File: src/rtl/trap_pha_pkg.sv
// Shared types and defaults for the trapezoid pulse-height analyser: FSM states, event layout, default shaper geometry.
package trap_pha_pkg;

    typedef enum logic [1:0] {
        ST_IDLE,
        ST_ARM,
        ST_TOP,
        ST_HOLD
    } pha_state_t;

    localparam int K_DEF     = 100;
    localparam int L_DEF     = 200;
    localparam int DW_DEF    = 16;
    localparam int TSW_DEF   = 32;
    localparam int GUARD_DEF = 8;

    // Baseline is averaged over fixed blocks so the divide is a plain arithmetic shift.
    localparam int BL_LEN    = 16;
    localparam int BL_SHIFT  = 4;

    typedef struct packed {
        logic                      pileup;
        logic [TSW_DEF-1:0]        ts;
        logic signed [DW_DEF-1:0]  height;
    } pha_event_t;

endpackage

File: src/rtl/pha_event_reg.sv
// One-entry event holding register with saturating drop counter; load visible one clk later.
// Holds its word until out_vld_o & out_rdy_i; a new event arriving while full and not drained is dropped.
module pha_event_reg #(
    parameter int W = 49
) (
    input  logic         clk,
    input  logic         rst,
    input  logic         evt_vld_i,
    input  logic [W-1:0] evt_dat_i,
    output logic         out_vld_o,
    input  logic         out_rdy_i,
    output logic [W-1:0] out_dat_o,
    output logic [15:0]  drop_cnt_o
);

    logic         vld_q, vld_d;
    logic [W-1:0] dat_q, dat_d;
    logic [15:0]  drop_q, drop_d;

    always_comb begin
        vld_d  = vld_q;
        dat_d  = dat_q;
        drop_d = drop_q;
        if (evt_vld_i) begin
            // Same-clk accept frees the slot, so the new event replaces the outgoing one.
            if (!vld_q || out_rdy_i) begin
                vld_d = 1'b1;
                dat_d = evt_dat_i;
            end else if (drop_q != 16'hFFFF) begin
                drop_d = drop_q + 16'd1;
            end
        end else if (vld_q && out_rdy_i) begin
            vld_d = 1'b0;
        end
    end

    always_ff @(posedge clk) begin
        if (rst) begin
            vld_q  <= 1'b0;
            dat_q  <= '0;
            drop_q <= '0;
        end else begin
            vld_q  <= vld_d;
            dat_q  <= dat_d;
            drop_q <= drop_d;
        end
    end

    assign out_vld_o  = vld_q;
    assign out_dat_o  = dat_q;
    assign drop_cnt_o = drop_q;

endmodule

File: src/rtl/trap_peak_detect.sv
// Pulse-height analyser: threshold trigger, mid flat-top capture, one event per pulse; event valid one clk after the
// terminating sample, held until ev_ready (overflow counted in drop_cnt). Optional BASELINE_RESTORE_EN subtracts a block-averaged baseline.
module trap_peak_detect
    import trap_pha_pkg::*;
#(
    parameter int K     = K_DEF,
    parameter int L     = L_DEF,
    parameter int DW    = DW_DEF,
    parameter int TSW   = TSW_DEF,
    parameter int GUARD = GUARD_DEF
) (
    input  logic                 clk,
    input  logic                 rst,
    input  logic signed [DW-1:0] trap_in,
    input  logic                 blank,
    input  logic signed [DW-1:0] thresh,
    output logic                 ev_valid,
    input  logic                 ev_ready,
    output logic signed [DW-1:0] ev_height,
    output logic [TSW-1:0]       ev_time,
    output logic                 ev_pileup,
    output logic [15:0]          drop_cnt
);

    localparam int CAP_N  = K + L / 2;
    localparam int PILE_N = 2 * K + L + GUARD;
    localparam int NW     = $clog2(PILE_N + 1);
    localparam int HW     = $clog2(K + 1);
    localparam int EVW    = DW + TSW + 1;

    pha_state_t           state_q;
    logic [NW-1:0]        n_q;
    logic [HW-1:0]        hold_q;
    logic [TSW-1:0]       ts_q;
    logic [TSW-1:0]       ts_lat_q;
    logic signed [DW-1:0] cap_q;
    logic                 pile_q;

    logic                 above;
    logic                 emit;
    logic signed [DW-1:0] cap_val;
    logic [EVW-1:0]       ev_dat;

    assign above = trap_in > thresh;
    assign emit  = (state_q == ST_TOP) && !above && !blank;

`ifdef BASELINE_RESTORE_EN
    logic signed [DW+3:0]  acc_q;
    logic signed [DW+3:0]  acc_sum;
    logic [BL_SHIFT-1:0]   bcnt_q;
    logic signed [DW-1:0]  base_q;
    logic signed [DW:0]    diff;

    assign acc_sum = acc_q + (DW+4)'(trap_in);
    assign diff    = (DW+1)'(trap_in) - (DW+1)'(base_q);

    always_comb begin
        cap_val = diff[DW-1:0];
        if (diff[DW] != diff[DW-1]) begin
            cap_val = diff[DW] ? {1'b1, {(DW-1){1'b0}}} : {1'b0, {(DW-1){1'b1}}};
        end
    end

    // Baseline only tracks while idle so it stays frozen across the pulse being measured.
    always_ff @(posedge clk) begin
        if (rst) begin
            acc_q  <= '0;
            bcnt_q <= '0;
            base_q <= '0;
        end else if (state_q == ST_IDLE && !blank) begin
            if (bcnt_q == BL_SHIFT'(BL_LEN - 1)) begin
                base_q <= acc_sum[DW+3:BL_SHIFT];
                acc_q  <= '0;
                bcnt_q <= '0;
            end else begin
                acc_q  <= acc_sum;
                bcnt_q <= bcnt_q + BL_SHIFT'(1);
            end
        end
    end
`else
    assign cap_val = trap_in;
`endif

    always_ff @(posedge clk) begin
        if (rst) begin
            state_q  <= ST_IDLE;
            n_q      <= '0;
            hold_q   <= '0;
            ts_q     <= '0;
            ts_lat_q <= '0;
            cap_q    <= '0;
            pile_q   <= 1'b0;
        end else begin
            ts_q <= ts_q + TSW'(1);
            if (blank) begin
                state_q <= ST_IDLE;
            end else begin
                case (state_q)
                    ST_IDLE: begin
                        if (above) begin
                            state_q  <= ST_ARM;
                            n_q      <= NW'(1);
                            ts_lat_q <= ts_q;
                            pile_q   <= 1'b0;
                        end
                    end
                    ST_ARM: begin
                        if (!above) begin
                            state_q <= ST_IDLE;
                        end else begin
                            if (n_q == NW'(CAP_N)) begin
                                cap_q   <= cap_val;
                                state_q <= ST_TOP;
                            end
                            n_q <= n_q + NW'(1);
                        end
                    end
                    ST_TOP: begin
                        if (!above) begin
                            state_q <= ST_HOLD;
                            hold_q  <= '0;
                        end else if (n_q == NW'(PILE_N)) begin
                            pile_q <= 1'b1;
                        end else begin
                            n_q <= n_q + NW'(1);
                        end
                    end
                    ST_HOLD: begin
                        // Sit out the undershoot tail; re-triggers here are ignored.
                        if (hold_q == HW'(K - 1)) begin
                            state_q <= ST_IDLE;
                        end else begin
                            hold_q <= hold_q + HW'(1);
                        end
                    end
                    default: state_q <= ST_IDLE;
                endcase
            end
        end
    end

    pha_event_reg #(
        .W (EVW)
    ) u_event_reg (
        .clk        (clk),
        .rst        (rst),
        .evt_vld_i  (emit),
        .evt_dat_i  ({pile_q, ts_lat_q, cap_q}),
        .out_vld_o  (ev_valid),
        .out_rdy_i  (ev_ready),
        .out_dat_o  (ev_dat),
        .drop_cnt_o (drop_cnt)
    );

    assign {ev_pileup, ev_time, ev_height} = ev_dat;

endmodule
File: config.mk
export PLATFORM = sky130hd
export DESIGN_NAME = trap_peak_detect
export DESIGN_NICKNAME = d
export VERILOG_FILES = /design/src/rtl/trap_pha_pkg.sv /design/src/rtl/pha_event_reg.sv /design/src/rtl/trap_peak_detect.sv
export SDC_FILE = /design/constraint.sdc
export NUM_CORES = 1
export LEC_CHECK = 0
export CAP_MARGIN = 25
export CELL_PAD_IN_SITES_DETAIL_PLACEMENT = 1
export CELL_PAD_IN_SITES_GLOBAL_PLACEMENT = 1
export CORE_MARGIN = 4
export CORE_UTILIZATION = 46
export DETAILED_ROUTE_END_ITERATION = 10
export GPL_TIMING_DRIVEN = 0
export HOLD_SLACK_MARGIN = 0.06
export PLACE_DENSITY_LB_ADDON = 0.05
export SLEW_MARGIN = 40
export SYNTH_ARGS = -nofsm -noshare
export SYNTH_HDL_FRONTEND = slang
export SYNTH_SLANG_ARGS = --single-unit
File: constraint.sdc
create_clock -name clk -period 8.33 [get_ports clk]
set_input_delay 1.666 -clock clk [delete_from_list [all_inputs] [get_ports clk]]
set_output_delay 1.666 -clock clk [all_outputs]
set_load 0.03 [all_outputs]
; ---- Word level (Yosys, flattened, before mapping)
; Cells that the tools add are included.
[word_totals]
regBits = 165
latchBits = 0
mem_bits_rw = 0
rom_bits = 0
output_inout_bits = 66
word_cells = 77
mem_count = 0
[op_classes]
addsub = 4
multipliers = 0
n_div = 0
magnitude_cmp = 1
n_eq_ne = 17
shifts = 0
n_mux = 21
n_bitwise = 2
n_reduce_logical = 22
[ops]
columns = op, count
row1 = 9-bit 2-to-1 mux, 4
row2 = 32-bit by 1-bit adder with 32-bit output (second input constant), 1
row3 = 9-bit one-hot mux with 3 select lines, 1
row4 = 16-bit by 1-bit adder with 16-bit output (second input constant), 1
row5 = 16-bit greater-than comparator, 1
row6 = 16-bit != test (second input constant), 1
row7 = 7-bit 2-to-1 mux, 2
row8 = 2-bit != test (second input constant), 7
row9 = 7-bit one-hot mux with 2 select lines, 1
row10 = 4-bit AND reduction, 3
row11 = 2-bit 2-to-1 mux, 5
row12 = 9-bit by 1-bit adder with 9-bit output (second input constant), 1
row13 = 9-bit by 8-bit equality test with 1-bit output (second input constant), 1
row14 = 9-bit equality test (second input constant), 1
row15 = 2-bit one-hot mux with 4 select lines, 1
row16 = 7-bit by 1-bit adder with 7-bit output (second input constant), 1
row17 = 7-bit equality test (second input constant), 1
row18 = 1-bit 2-to-1 mux, 6
row19 = 3-bit AND reduction, 2
row20 = 6-bit AND reduction, 1
row21 = 2-bit nonzero test, 3
row22 = 5-bit AND reduction, 1
row23 = 2-bit equality test (second input constant), 2
row24 = 2-bit by 1-bit != test with 1-bit output (second input constant), 2
row25 = other kinds (11), 17

; ---- Depth between registers and ports, before layout
[logic_depth]
word_depth = 6
mapped_depth = 11
mapped_depth_nobuf = 9

; ---- Hierarchy
; A second synthesis with hierarchy kept.
[hier_totals]
hier_cells = 917
hier_area_um2 = 7669.9
[modules_own_cells]
columns = mod, instances, cells_each, area_each_um2
row1 = trap_peak_detect, 1, 600, 5099.9
row2 = pha_event_reg, 1, 317, 2570.0

; ---- Worst setup path after synthesis
; Ideal clock, no wire load.
[synth_path]
path_kind = input-to-reg
from = in thresh[15]
to = reg cap_q[10]
setup_time_ns = 0.072
t_arrival_ns = 3.920
path_slack_ns = 4.338
path_stages = 11
path_buffers = 2
cell_sequence = inv_1 > ha_1 > nand4_2 > nor2_1 > o2bb2ai_2 > o41a_4 > nor3_4 > nor4b_4 > buf_6 > buf_8 > mux2i_1
[synth_via]
elab_chain_cells = 2
[synth_rtl]
columns = element, line
row1 = from (decl), trap_peak_detect.sv:16  ; input logic signed [DW-1:0] thresh,
row2 = 16-bit greater-than comparator, trap_peak_detect.sv:44  ; assign above = trap_in > thresh;
row3 = 4-bit AND reduction (no line), n/a
row4 = to (signal assigned), trap_peak_detect.sv:113  ; cap_q <= cap_val;
row5 = to (decl), trap_peak_detect.sv:36  ; logic signed [DW-1:0] cap_q;
; No other way between the ends.
; A chain may end at the register's enable or synchronous reset.

; ---- Worst setup path in the final report
[layout_path]
from = in trap_in[1]
to = reg u_event_reg.dat_q[22], in the netlist u_event_reg.out_dat_o[22]
[layout_via]
elab_chain_cells = 5
[layout_rtl]
columns = element, line
row1 = from (decl), trap_peak_detect.sv:14  ; input logic signed [DW-1:0] trap_in,
row2 = 16-bit greater-than comparator, trap_peak_detect.sv:44
row3 = 1-bit zero test, n/a
row4 = 1-bit logical AND (2 in a row), trap_peak_detect.sv:45  ; assign emit = (state_q == ST_TOP) && !above && !blank;
row5 = 2-bit AND reduction (no line), n/a
row6 = to (signal assigned), pha_event_reg.sv:44  ; dat_q <= dat_d;
row7 = to (decl), pha_event_reg.sv:17  ; logic [W-1:0] dat_q, dat_d;
; No other way between the ends.

==> out/metrics.csv <==
metric,value,unit
final net count,992,
worst-path cell chain,"clkdlybuf4s50_1, ha_1, nor2b_1, o211ai_1, a2111oi_4, o41a_4, o311ai_4, buf_4, buf_2, nand3b_1, o21ai_1",
Syn Area/Cell,9.40,um2
Port Buffer Count,100,
Layout fillers,1774,
area of the multi-input gates,0.00400,mm2
"Gates resized, CTS repair",0,
initial antenna violation count,0,
Final period util,55.5,%
CP Max Fanout,10,
critical path's top delay family,compound AO/OA/AOI/OAI gates,
Max transition margin,45.5,%
routability cong.,0.853,
Fin Setup TNS,0,ps
vias per cell,5.46,
"area leader, netlist",dfxtp_1,
clk sinks,165,
# DRC,0,
Antenna Cells,0,
Synth top area share,43.3,%
Starting Density,47.5,%
Clock Latency Late Sink,430,ps
share of cells above drive strength 1,6.67,%
PnR Total Power,1.74,mW
routed via count,6329,
final setup fails,0,
CP Data Arrival Time,4980,ps
clk slew on worst S/H paths,70,ps
Synth area leaders,"dfxtp_1, nand2b_1, mux2i_1, nand3b_1, ha_1",
HP Class,flip-flop to flip-flop,
Initial DRT Pass Iterations,4,
Synth top cells by count,"dfxtp_1, nand2b_1, mux2i_1, nand3b_1, o21ai_0",
"Slowest-stage cell, CP",o311ai_4,
die height,137,um
"Core Util, Final",59.4,%
top_reg_cell synth,dfxtp_1,
maximum vdd drop,0.130,mV
area grow syn2layout,24.9,%
Tmin final,4620,ps
WP buf/inv,3,
root buf cell,clkbuf_16,
hpwl dp,15500,um
global route overflow,0,
Reg area,0.00330,mm2
measured slew at the worst slew-check pin,818,ps
Tot GR Track Use,23.6,%
RSZ-0062 raised after global routing,no,
Mapped Nets,873,
number of buffers created by CTS,17,
yosys warns,0,
die area,0.0187,mm2
DRT antenna net count,0,
register area share after synthesis,43.3,%
Critical Path End Type,flip-flop,
Total Wirelength,21400,um
Post-CTS Setup Inserts,0,
Mapped Area,0.00763,mm2
"count leader, synth",dfxtp_1,
"Distinct cells, synth",57,
final hold vios,0,
core area,0.0161,mm2
row count,46,
"Hold-fix buffers, CTS",0,
Starting DRT DRC Count,213,
Critical Path RT,8690,ps
MaxCap Viol Count,0,
Clock Tree Buf Depth,2,
Mapped Cells,812,
Die W,137,um
startpoint types,input port,
status,completed,
critical path class,input port to flip-flop,
Max Fclk,216,MHz
largest net degree at the start of global routing,17,
vias in the first global route,6865,
P_leak,3.23,nW
CTS H-tree depth,4,
pwr/cell area,183,mW/mm2
synthesis-stage register bit count,165,
Post-synth EDFFs,0,
Avg WL per Cell,18.4,um
"Async S/R FF share, synth",0,%
TritonCTS clock tree,done,
"Slew Viols, Final",0,
Fin Clk Skew,12.0,ps
first-pass GRT wire length,35000,um
largest stage delay on the critical path,580,ps
io pins,102,
==> logic make-up (layout without fill, tap and decap cells) <==
logic type	after synthesis	after routing	share of synthesized area (%)
AND/OR/NAND/NOR	332	332	26.5
flip-flops	165	165	43.3
AO/OA/AOI/OAI	131	131	10.8
buffers and inverters	73	205	4.60
multiplexers	54	54	7.11
XOR/XNOR	32	32	3.67
adder cells (fa/ha/maj)	25	25	4.10
==> cells in the final DEF, fill, tap and decap left out, drive strengths merged, types with 6 or more instances in the layout <==
cell type / n
or3: 18
clkbuf: 48
clkdlybuf4s50: 100
nand2: 27
mux2i: 52
buf: 15
inv: 33
dfxtp: 165
and3: 6
o31ai: 9
xor2: 18
nand4: 16
or4: 7
nand3b: 49
xnor2: 14
nor2: 45
nor4b: 6
nand2b: 99
ha: 25
nor3: 17
nand3: 25
a21oi: 36
o21ai: 69
==> metal layers <==
metal | vias to the layer above | GRT usage [%] | wire length (um)
li1 | 3095 | - | -
met1 | 3091 | 27.5 | 9090
met2 | 114 | 43.9 | 11300
met3 | 29 | 3.82 | 562
met4 | 0 | 7.98 | 406
met5 | - | 0 | 0
==> layout make-up <==
cell class | instances | share of cell area [%]
inverters | 29 | 1.14
clock buffers | 19 | 4.65
clock inverters | 13 | 1.77
flip-flops and latches | 165 | 34.7
repair buffers | 100 | 10.5
multi-input cells | 574 | 41.9
plain buffers | 44 | 2.55
well taps | 216 | 2.84
==> tightest hold or removal path, cell delays in order (launching register included) <==
cell,delay [ps]
dfxtp_1,300
nand2b_1,70
mux2i_1,60
==> final timing paths <==
| path | cells after the start | slack, ps | end | from |
|---|---|---|---|---|
| worst max-delay path | 11 | 3710 | u_event_reg.out_dat_o[22] | trap_in[1] |
| worst min-delay path | 2 | 480 | cap_q[11] | cap_q[11] |
| worst max register to register | 9 | 5470 | n_q[3] | state_q[0] |
| worst min register to register | 2 | 480 | cap_q[11] | cap_q[11] |
==> power breakdown <==
part	internal [mW]	total [mW]	switching, mW
Clock	0.483	0.819	0.336
Combinational	0.0597	0.130	0.0699
Sequential	0.792	0.796	0.00439
==> through the flow <==
stage          cells  setup WS (ps)  instance area, um2  hold WS [ps]
6_report        1160           3710                9530           480
5_1_grt         1160           3610                9530           490
4_1_cts         1160           3730                9520           483
3_5_place_dp    1128           3280                8910           472
3_3_place_gp    1128           3320                8910           464
2_1_floorplan    812           4340                7630           430
==> flip-flops by register name, summed over array words and instances (netlist names), named ones only <==
signal / cells
hold_q: 7
cap_q: 16
n_q: 9
ts_q: 32
u_event_reg.drop_cnt_o: 16
state_q: 1
u_event_reg.out_dat_o: 49
pile_q: 1
ts_lat_q: 32
u_event_reg.out_vld_o: 1
Power figures use the tool's default switching activity.
